**config.mk**
```make
export PLATFORM = sky130hd
export DESIGN_NAME = parity_sched_flat
export DESIGN_NICKNAME = d
export VERILOG_FILES = /design/src/rtl/parity_sched_pkg.sv /design/src/rtl/parity_sched_if.sv /design/src/rtl/parity_serial_core.sv /design/src/rtl/parity_sched.sv /design/src/flat_wrapper.sv
export SDC_FILE = /design/constraint.sdc
export NUM_CORES = 1
export LEC_CHECK = 0
export BUFFER_PORTS_ARGS = -buffer_cell sky130_fd_sc_hd__buf_4
export CORE_UTILIZATION = 25
export DETAILED_ROUTE_END_ITERATION = 7
export GPL_ROUTABILITY_DRIVEN = 0
export PLACE_DENSITY_LB_ADDON = 0.2
export SETUP_SLACK_MARGIN = 0.1
export SYNTH_ARGS = -nofsm -noshare
export SYNTH_HDL_FRONTEND = slang
export SYNTH_HIERARCHICAL = 1
export SYNTH_SLANG_ARGS = --single-unit
```
**constraint.sdc**
```tcl
create_clock -name clk -period 3.32 [get_ports clk]
set_input_delay 0.498 -clock clk [delete_from_list [all_inputs] [get_ports clk]]
set_output_delay 0.498 -clock clk [all_outputs]
set_load 0.05 [all_outputs]
```
**src/rtl/parity_sched_pkg.sv**
```systemverilog
// Shared types and defaults for the round-robin parity scheduler.
package parity_sched_pkg;
  localparam int N_REQ_DEF  = 4;
  localparam int DATA_W_DEF = 8;

  typedef enum logic [1:0] {ST_IDLE, ST_SHIFT, ST_DONE} state_e;

  function automatic int id_w(input int n);
    return (n > 1) ? $clog2(n) : 1;
  endfunction
endpackage

```
**src/rtl/parity_sched_if.sv**
```systemverilog
// Request/result bundle of parity_sched. With PARITY_CHECK_EN defined it also
// carries the expected-parity input and the parity-error output.
interface parity_sched_if import parity_sched_pkg::*; #(
  parameter int N_REQ  = N_REQ_DEF,
  parameter int DATA_W = DATA_W_DEF
) ();
  localparam int ID_W = id_w(N_REQ);

  logic [N_REQ-1:0]        req_valid;
  logic [N_REQ*DATA_W-1:0] req_data;
  logic [N_REQ-1:0]        req_ready;
  logic                    res_valid;
  logic                    res_ready;
  logic                    res_par;
  logic [ID_W-1:0]         res_id;
  logic                    busy;
`ifdef PARITY_CHECK_EN
  logic [N_REQ-1:0]        req_exp;
  logic                    res_err;

  modport master (output req_valid, req_data, req_exp, res_ready,
                  input  req_ready, res_valid, res_par, res_id, res_err, busy);
  modport slave  (input  req_valid, req_data, req_exp, res_ready,
                  output req_ready, res_valid, res_par, res_id, res_err, busy);
`else
  modport master (output req_valid, req_data, res_ready,
                  input  req_ready, res_valid, res_par, res_id, busy);
  modport slave  (input  req_valid, req_data, res_ready,
                  output req_ready, res_valid, res_par, res_id, busy);
`endif
endinterface

```
**src/rtl/parity_serial_core.sv**
```systemverilog
// Bit-serial XOR engine: shift register, parity accumulator and bit counter.
module parity_serial_core #(
  parameter int DATA_W = 8
) (
  input  logic              clk,
  input  logic              rst,
  input  logic              load_i,
  input  logic [DATA_W-1:0] data_i,
  input  logic              step_i,
  output logic              last_o,
  output logic              par_o
);
  localparam int CNT_W = $clog2(DATA_W);

  logic [DATA_W-1:0] sh_q, sh_d;
  logic              acc_q, acc_d;
  logic [CNT_W-1:0]  cnt_q, cnt_d;

  always_comb begin
    sh_d  = sh_q;
    acc_d = acc_q;
    cnt_d = cnt_q;
    if (load_i) begin
      sh_d  = data_i;
      acc_d = 1'b0;
      cnt_d = '0;
    end else if (step_i) begin
      sh_d  = sh_q >> 1;
      acc_d = acc_q ^ sh_q[0];
      cnt_d = cnt_q + CNT_W'(1);
    end
  end

  always_ff @(posedge clk or posedge rst) begin
    if (rst) begin
      sh_q  <= '0;
      acc_q <= 1'b0;
      cnt_q <= '0;
    end else begin
      sh_q  <= sh_d;
      acc_q <= acc_d;
      cnt_q <= cnt_d;
    end
  end

  assign last_o = (cnt_q == CNT_W'(DATA_W - 1));
  assign par_o  = acc_q;
endmodule

```
**src/rtl/parity_sched.sv**
```systemverilog
// Round-robin scheduler sharing one bit-serial parity engine among N_REQ
// requesters. Optional expected-parity check under PARITY_CHECK_EN.
module parity_sched import parity_sched_pkg::*; #(
  parameter int N_REQ  = N_REQ_DEF,
  parameter int DATA_W = DATA_W_DEF
) (
  input logic          clk,
  input logic          rst,
  parity_sched_if.slave bus
);
  localparam int ID_W = id_w(N_REQ);

  state_e          state_q, state_d;
  logic [ID_W-1:0] ptr_q, ptr_d;
  logic [ID_W-1:0] id_q, gnt_id;
  logic [N_REQ-1:0] gnt;
  logic            any_vld;
  logic            load, step, last, par, res_fire;
  logic            res_par_q;
  logic [ID_W-1:0] res_id_q;
`ifdef PARITY_CHECK_EN
  logic            exp_q, res_err_q;
`endif

  // First valid requester at or after ptr, wrapping.
  always_comb begin
    any_vld = 1'b0;
    gnt_id  = '0;
    for (int k = 0; k < N_REQ; k++) begin
      if (!any_vld && bus.req_valid[(int'(ptr_q) + k) % N_REQ]) begin
        any_vld = 1'b1;
        gnt_id  = ID_W'((int'(ptr_q) + k) % N_REQ);
      end
    end
    gnt = any_vld ? (N_REQ'(1) << gnt_id) : '0;
  end

  assign ptr_d = (id_q == ID_W'(N_REQ - 1)) ? '0 : id_q + ID_W'(1);

  parity_serial_core #(.DATA_W(DATA_W)) u_core (
    .clk    (clk),
    .rst    (rst),
    .load_i (load),
    .data_i (bus.req_data[gnt_id*DATA_W +: DATA_W]),
    .step_i (step),
    .last_o (last),
    .par_o  (par)
  );

  always_ff @(posedge clk or posedge rst) begin
    if (rst) state_q <= ST_IDLE;
    else     state_q <= state_d;
  end

  always_comb begin
    state_d = state_q;
    case (state_q)
      ST_IDLE:  if (any_vld)       state_d = ST_SHIFT;
      ST_SHIFT: if (last)          state_d = ST_DONE;
      ST_DONE:  if (bus.res_ready) state_d = ST_IDLE;
      default:                     state_d = ST_IDLE;
    endcase
  end

  // Result outputs track live registers in DONE and hold the last delivered
  // values elsewhere, so they never show a half-computed job.
  always_comb begin
    bus.req_ready = (state_q == ST_IDLE && !rst) ? gnt : '0;
    bus.busy      = (state_q != ST_IDLE);
    bus.res_valid = (state_q == ST_DONE);
    load          = (state_q == ST_IDLE) && any_vld;
    step          = (state_q == ST_SHIFT);
    res_fire      = (state_q == ST_DONE) && bus.res_ready;
    bus.res_par   = (state_q == ST_DONE) ? par  : res_par_q;
    bus.res_id    = (state_q == ST_DONE) ? id_q : res_id_q;
`ifdef PARITY_CHECK_EN
    bus.res_err   = (state_q == ST_DONE) ? (par ^ exp_q) : res_err_q;
`endif
  end

  always_ff @(posedge clk or posedge rst) begin
    if (rst) begin
      ptr_q     <= '0;
      id_q      <= '0;
      res_par_q <= 1'b0;
      res_id_q  <= '0;
`ifdef PARITY_CHECK_EN
      exp_q     <= 1'b0;
      res_err_q <= 1'b0;
`endif
    end else begin
      if (load) begin
        id_q  <= gnt_id;
`ifdef PARITY_CHECK_EN
        exp_q <= bus.req_exp[gnt_id];
`endif
      end
      if (res_fire) begin
        ptr_q     <= ptr_d;
        res_par_q <= par;
        res_id_q  <= id_q;
`ifdef PARITY_CHECK_EN
        res_err_q <= par ^ exp_q;
`endif
      end
    end
  end
endmodule

```
**src/flat_wrapper.sv**
```systemverilog
// flat-port wrapper written by rule: the top's interface ports become plain ports
module parity_sched_flat import parity_sched_pkg::*;
#(
  parameter int N_REQ  = N_REQ_DEF,
  parameter int DATA_W = DATA_W_DEF
)
  (clk, rst, bus_req_valid, bus_req_data, bus_res_ready, bus_req_ready, bus_res_valid, bus_res_par, bus_res_id, bus_busy);
  parity_sched_if #(.N_REQ(N_REQ), .DATA_W(DATA_W)) bus_i ();
  input logic clk;
  input logic rst;
  input wire logic [$bits(bus_i.req_valid)-1:0] bus_req_valid;
  input wire logic [$bits(bus_i.req_data)-1:0] bus_req_data;
  input wire logic [$bits(bus_i.res_ready)-1:0] bus_res_ready;
  output wire logic [$bits(bus_i.req_ready)-1:0] bus_req_ready;
  output wire logic [$bits(bus_i.res_valid)-1:0] bus_res_valid;
  output wire logic [$bits(bus_i.res_par)-1:0] bus_res_par;
  output wire logic [$bits(bus_i.res_id)-1:0] bus_res_id;
  output wire logic [$bits(bus_i.busy)-1:0] bus_busy;
  assign bus_i.req_valid = bus_req_valid;
  assign bus_i.req_data = bus_req_data;
  assign bus_i.res_ready = bus_res_ready;
  assign bus_req_ready = bus_i.req_ready;
  assign bus_res_valid = bus_i.res_valid;
  assign bus_res_par = bus_i.res_par;
  assign bus_res_id = bus_i.res_id;
  assign bus_busy = bus_i.busy;
  parity_sched #(.N_REQ(N_REQ), .DATA_W(DATA_W)) u_core (.clk(clk), .rst(rst), .bus(bus_i));
endmodule
```
* Word-level counts from Yosys, hierarchy flattened
Cells that the tools add are included.
** Storage, ports and cells
- Register bits :: 21
- Bits in latches :: 0
- Bits in writable memories :: 0
- ROM bits :: 0
- Bits of input ports :: 39
- Output and inout port bits :: 9
- Word-level logic and storage cells :: 81
- Memories kept :: 0
** Operators by class
- Add/sub/neg operators :: 5
- Multipliers :: 0
- Div/mod/pow operators :: 0
- $lt $le $gt $ge :: 4
- Equality and inequality tests :: 7
- Shift operators :: 2
- Multiplexer cells :: 34
- Bitwise gates (word level) :: 4
- Reduce and logical (&&, ||, !) cells :: 17
** Operator list (count)
- 32-bit by 6-bit variable part select with 8-bit output :: 1
- 2-bit 2-to-1 mux :: 9
- 8-bit 2-to-1 mux :: 2
- 1-bit 2-to-1 mux :: 14
- 3-bit by 4-bit < comparator with 1-bit output (second input constant) :: 3
- 1-bit binary-select mux with 2-bit select :: 4
- 4-bit 2-to-1 mux :: 2
- 1-bit logical AND :: 6
- 3-bit 2-to-1 mux :: 2
- 2-bit one-hot mux with 3 select lines :: 1
- 2-bit OR reduction :: 3
- 2-bit by 1-bit adder with 2-bit output (second input constant) :: 2
- 2-bit adder (second input constant) :: 2
- 2-bit equality test (second input constant) :: 2
- 1-bit logical NOT :: 4
- 2-bit inequality test (second input constant) :: 2
- 2-bit nonzero test :: 2
- 1-bit by 2-bit << shifter with 4-bit output (first input constant) :: 1
- 3-bit by 1-bit adder with 3-bit output (second input constant) :: 1
- 1-bit bitwise AND (first input constant) :: 3
- 3-bit equality test (second input constant) :: 1
- 2-bit by 3-bit < comparator with 1-bit output (second input constant) :: 1
- 3-bit AND reduction :: 1
- 2-bit by 1-bit equality test with 1-bit output (second input constant) :: 1
- other kinds (3) :: 3

* Depth between registers and ports, before layout
- Depth after elaboration :: 17
- Mapped depth :: 8
- Mapped depth without buffers :: 7

* By module
Netlist, hierarchy kept.
** By module, submodules not included
- parity_sched :: times used 1, cells an instance 83, area an instance 804.5 um2, seq. area each 225.2 um2
- parity_serial_core :: times used 1, cells an instance 52, area an instance 583.1 um2, seq. area each 300.3 um2

* Worst setup path after synthesis
No wires, ideal clock.
- Path kind :: input -> output
- From :: input port bus_req_valid[1]
- To :: output port bus_req_ready[0]
- Arrival :: 2.562 ns
- Data required time :: 2.822 ns
- Setup slack :: 0.260 ns
- Stages on the path :: 4
- Path buffers :: 1
- Path through :: nor3b_1 -> nor3_4 -> buf_6 -> nor4_1
** Between the ends
- Word-level cells in the longest chain between the ends :: 15
- Elaborated cells on any way between the ends :: 28
- Those cells by class :: shift (1); mux (21); reduce/logical (6)
** Ends and longest elaborated chain
- start, declared :: RTL line flat_wrapper.sv:11 : input wire logic [$bits(bus_i.req_valid)-1:0] bus_req_valid;
- 1-bit binary-select mux with 2-bit select :: RTL line parity_sched.sv:30 : if (!any_vld && bus.req_valid[(int'(ptr_q) + k) % N_REQ]) begin
- 1-bit 2-to-1 mux (implied by the code) :: RTL line parity_sched.sv:30
- 1-bit 2-to-1 mux :: RTL line parity_sched.sv:30
- 1-bit logical NOT :: RTL line parity_sched.sv:30
- 1-bit logical AND :: RTL line parity_sched.sv:30
- 1-bit 2-to-1 mux :: RTL line parity_sched.sv:30
- 1-bit logical NOT :: RTL line parity_sched.sv:30
- 1-bit logical AND :: RTL line parity_sched.sv:30
- 1-bit 2-to-1 mux :: RTL line parity_sched.sv:30
- 1-bit logical NOT :: RTL line parity_sched.sv:30
- 1-bit logical AND :: RTL line parity_sched.sv:30
- 2-bit 2-to-1 mux :: RTL line parity_sched.sv:30
- 1-bit by 2-bit << shifter with 4-bit output :: RTL line parity_sched.sv:35 : gnt = any_vld ? (N_REQ'(1) << gnt_id) : '0;
- 4-bit 2-to-1 mux * :: RTL line parity_sched.sv:35
- 4-bit 2-to-1 mux * :: RTL line parity_sched.sv:68 : bus.req_ready = (state_q == ST_IDLE && !rst) ? gnt : '0;
- end, declared :: RTL line flat_wrapper.sv:14 : output wire logic [$bits(bus_i.req_ready)-1:0] bus_req_ready;
Mark *: on every way between the ends. The rest lies on a longest branch, timed or not. The select of a mux whose other input is x is not followed.

* Final worst setup path
- From :: register u_core.ptr_q[1]
- To :: output port bus_req_ready[1]
** Between the ends
- Word-level cells in the longest chain between the ends :: 15
- Elaborated cells on any way between the ends :: 31
- Those cells by class :: add/sub (3); shift (1); mux (21); reduce/logical (6)
** Ends and longest elaborated chain
- start, declared :: RTL line parity_sched.sv:14 : logic [ID_W-1:0] ptr_q, ptr_d;
- start signal, assigned :: RTL line parity_sched.sv:99 : ptr_q <= ptr_d;
- 2-bit by 1-bit adder with 2-bit output / 1-bit binary-select mux with 2-bit select (equally long branches) :: RTL line parity_sched.sv:30, parity_sched.sv:32
- 1-bit binary-select mux with 2-bit select / 1-bit 2-to-1 mux (equally long branches) :: RTL line parity_sched.sv:30
- 1-bit 2-to-1 mux (implied by the code) :: RTL line parity_sched.sv:30
- 1-bit 2-to-1 mux (implied by the code) / 1-bit logical NOT (equally long branches) :: RTL line parity_sched.sv:30
- 1-bit logical AND :: RTL line parity_sched.sv:30
- 1-bit 2-to-1 mux :: RTL line parity_sched.sv:30
- 1-bit logical NOT :: RTL line parity_sched.sv:30
- 1-bit logical AND :: RTL line parity_sched.sv:30
- 1-bit 2-to-1 mux :: RTL line parity_sched.sv:30
- 1-bit logical NOT :: RTL line parity_sched.sv:30
- 1-bit logical AND :: RTL line parity_sched.sv:30
- 2-bit 2-to-1 mux :: RTL line parity_sched.sv:30
- 1-bit by 2-bit << shifter with 4-bit output :: RTL line parity_sched.sv:35
- 4-bit 2-to-1 mux * :: RTL line parity_sched.sv:35
- 4-bit 2-to-1 mux * :: RTL line parity_sched.sv:68
Marked as above.

==> summary.txt <==
Clock network
  • Post-CTS Hold Buffers: 0
  • # Post-CTS Setup Buffers: 0
  • Clk sinks: 21
  • Root buffer cell: clkbuf_8
  • Clk buf depth: 2
  • Clk pin slew, worst setup/hold paths: 70 ps
  • CTS Buf Count: 3
  • Post_cts resized: 0
  • Worst-Skew Late Latency: 250 ps
  • CTS tree: done
  • CTS H-tree depth: 1

Cells and area
  • Layout cells sized above 1: 0.348
  • Reg area: roughly 530 um^2
  • Final-stage net count: 224
  • Synth-to-Final Area Change: 31.0%
  • Diode count: 0
  • Area of the multi-input gates: 766 um^2
  • Final core occ: 0.347
  • Fillers: 536

Route
  • TritonRoute pass-1 iters: 4
  • Routed len/inst: 11.6 um
  • Total wire length: just under 3000 um
  • ANT nets after route: 0
  • Top sig layer: met3
  • Wl on met1: 1290 um
  • WL met2: ~1400 um
  • Residual DRC count: 0
  • DR WL met3: 168 um
  • DR iter-0 viols: 32
  • DR vias: approximately 1,100
  • Vias per Instance: 4.49

Synth
  • Syn Inst Count: 135
  • Share of the yosys chip area belonging to registers: 0.379
  • Yosys cell types: 31
  • Ranking of synthesized cells by area: dfrtp_1 38%, mux2i_1 25%, mux2_2 5.7%, nand2_1 5.1%, ha_1 2.7%
  • Ys async rst share: 1.00
  • Most frequent cell after synthesis: mux2i_1
  • Cell taking the most area after synthesis: dfrtp_1
  • Top FF cell, synth: dfrtp_1
  • Syn Area/Cell: 10.3 um^2
  • Ys Warns: 6
  • Commonest cells in the netlist: 34 x mux2i_1, 21 x dfrtp_1, 19 x nand2_1
  • Yosys reg bits: 21
  • Net count after synthesis: 177
  • Top-area cell type share of the netlist area: 0.379
  • EDFF count, synth: 0
  • Synthesized area: 1390 um^2

Power
  • Total Power: 1150 uW
  • Leakage power: 0.000915 uW
  • Worst VDD drop: about 0.00020 V
  • Cell Pwr Density: 632 nW/um^2

Die
  • DIE AREA: 5850 um^2
  • Core Area: between 5000 and 6000 um^2
  • Die extent in y: 76.5 um
  • Initial core utilization: 0.265
  • Die Wd: 76.5 um
  • # rows: 26
  • IO Count: 48

Timing
  • RSZ-0062 raised after global routing: false
  • Max Clock Freq: around 0.42 GHz
  • # setup viols final: 0
  • Final Slew Violations: 0
  • Worst slew pin tran: 597 ps
  • Final setup margin: 939 ps
  • Slew HR: 0.602
  • Final setup TNS: 0 ps
  • Tmin final: 2380 ps
  • Final hold vios: 0
  • Period utilization: 0.717
  • Worst Clk Skew: approximately 2.7 ps

Worst setup path
  • Worst Path Arrival: roughly 1900 ps
  • Crit path launch type: register
  • Flop2flop setup slack: 1490 ps
  • R2r endpoint: u_core/u_core/sh_q[4]$_DFFE_PP0P_
  • RR Startpoint: u_core/ptr_q[1]$_DFFE_PP0P_
  • WS Path Type: register to primary output
  • Worst endpoint required time: 2820 ps
  • Crit end category: primary output
  • Worst r2r path cells: 8
  • Max FO, Critical Path: 21
  • CP startpoint: u_core/ptr_q[1]$_DFFE_PP0P_

Hold path
  • Hold Crit Class: primary input to asynchronous set/reset pin

Placed design
  • # port buffers: 47
  • Post-detail-place hpwl: 2330 um
  • Post-placement worst setup slack: 1010 ps

Global routing
  • Number of antenna violations at the first check in global routing: 0
  • Total track usage: 0.102
  • GRT overflow: 0
  • Largest net degree at the start of global routing: 23
  • First-pass GRT wire length: 4860 um
  • Vias in the first global route: 1,088

Run status
  • Status: complete, no violations

Flow run
  • Max-cap violations: 0
-- stage by stage --
| step | cell area [um^2] | cells | hold WS, ps |
|---|---|---|---|
| floorplan | 1390 | 135 | 326 |
| global placement | 1770 | 247 | 485 |
| detailed placement | 1770 | 247 | 493 |
| CTS | 1820 | 251 | 228 |
| global route | 1820 | 251 | 246 |
| finish | 1820 | 251 | 227 |
-- placed cells by master, fill, tap and decap left out --
cell type / netlist / routed
and3b_1: 1 / 1
dfrtp_1: 21 / 21
or2_2: 1 / 1
and3_1: 1 / 1
nor3b_1: 1 / 1
nor3_4: 1 / 1
nor4_1: 1 / 1
o21ai_1: 4 / 4
nand3b_1: 2 / 2
a2bb2oi_1: 1 / 1
ha_1: 3 / 3
inv_1: 5 / 5
clkbuf_1: 0 / 1
o21ai_0: 4 / 4
buf_4: 0 / 50
a21bo_1: 1 / 1
a21oi_1: 3 / 3
nand2_1: 19 / 19
mux2i_1: 34 / 34
or4_1: 1 / 1
nor2b_1: 2 / 2
mux2_2: 7 / 7
a21oi_2: 1 / 1
nand2b_1: 2 / 2
nor2_1: 7 / 7
a211oi_1: 1 / 1
o22ai_1: 1 / 1
clkbuf_8: 0 / 3
xnor2_1: 1 / 1
o31ai_1: 1 / 1
-- where the power goes --
part,internal (uW),switching [uW],total [uW],leakage [uW]
logic,267,300,567,0.000621
registers,354,67.5,421,0.000271
clock network,85.2,74.4,160,0.0000228
total,706,442,1150,0.000915
-- cell type report --
class / count / share of cell area
well taps: 70 / 0.0482
flip-flops and latches: 21 / 0.289
multi-input cells: 101 / 0.421
repair buffers: 50 / 0.206
inverters: 5 / 0.0103
clock buffers: 4 / 0.0248
-- sequential cells by signal (all words and copies together) (netlist names) --
signal               count
u_core/u_core/sh_q       8
u_core/id_q              2
u_core/u_core/cnt_q      3
u_core/state_q           2
u_core/u_core/par_o      1
u_core/res_id_q          2
u_core/ptr_q             2
u_core/res_par_q         1
-- worst max-delay path: stages, from the launching register on --
cell     delay, ps
dfrtp_1        430
mux2i_1        210
nor2_1          90
nor3_4         170
buf_4          310
nand2_1        100
nor2_1         120
buf_4          210
-- worst max-delay path by stage --
stage                  endpoint  slack, ps  cells after the start
2_1_floorplan  bus_req_ready[0]        260                      4
3_3_place_gp   bus_req_ready[3]       1060                      6
3_5_place_dp   bus_req_ready[3]       1010                      6
4_1_cts        bus_req_ready[1]        870                      7
5_1_grt        bus_req_ready[1]        760                      7
6_report       bus_req_ready[1]        940                      7
-- routing by layer --
layer / up-vias / GRT usage
li1: 567 / -
met1: 527 / 0.117
met2: 33 / 0.189
met3: 0 / 0.0335
met4: 0 / 0.00577
met5: - / 0
-- logic make-up (layout without fill, tap and decap cells) --
family	count (synthesis)	in the layout	share of synthesized area
compound gates	17	17	0.0748
xor+xnor	1	1	0.00631
fa+ha+maj	3	3	0.0271
buf+inv	13	59	0.0694
flops	21	21	0.379
mux	41	41	0.302
simple gates	39	39	0.142
No activity file was read; power rests on OpenSTA's default activity.
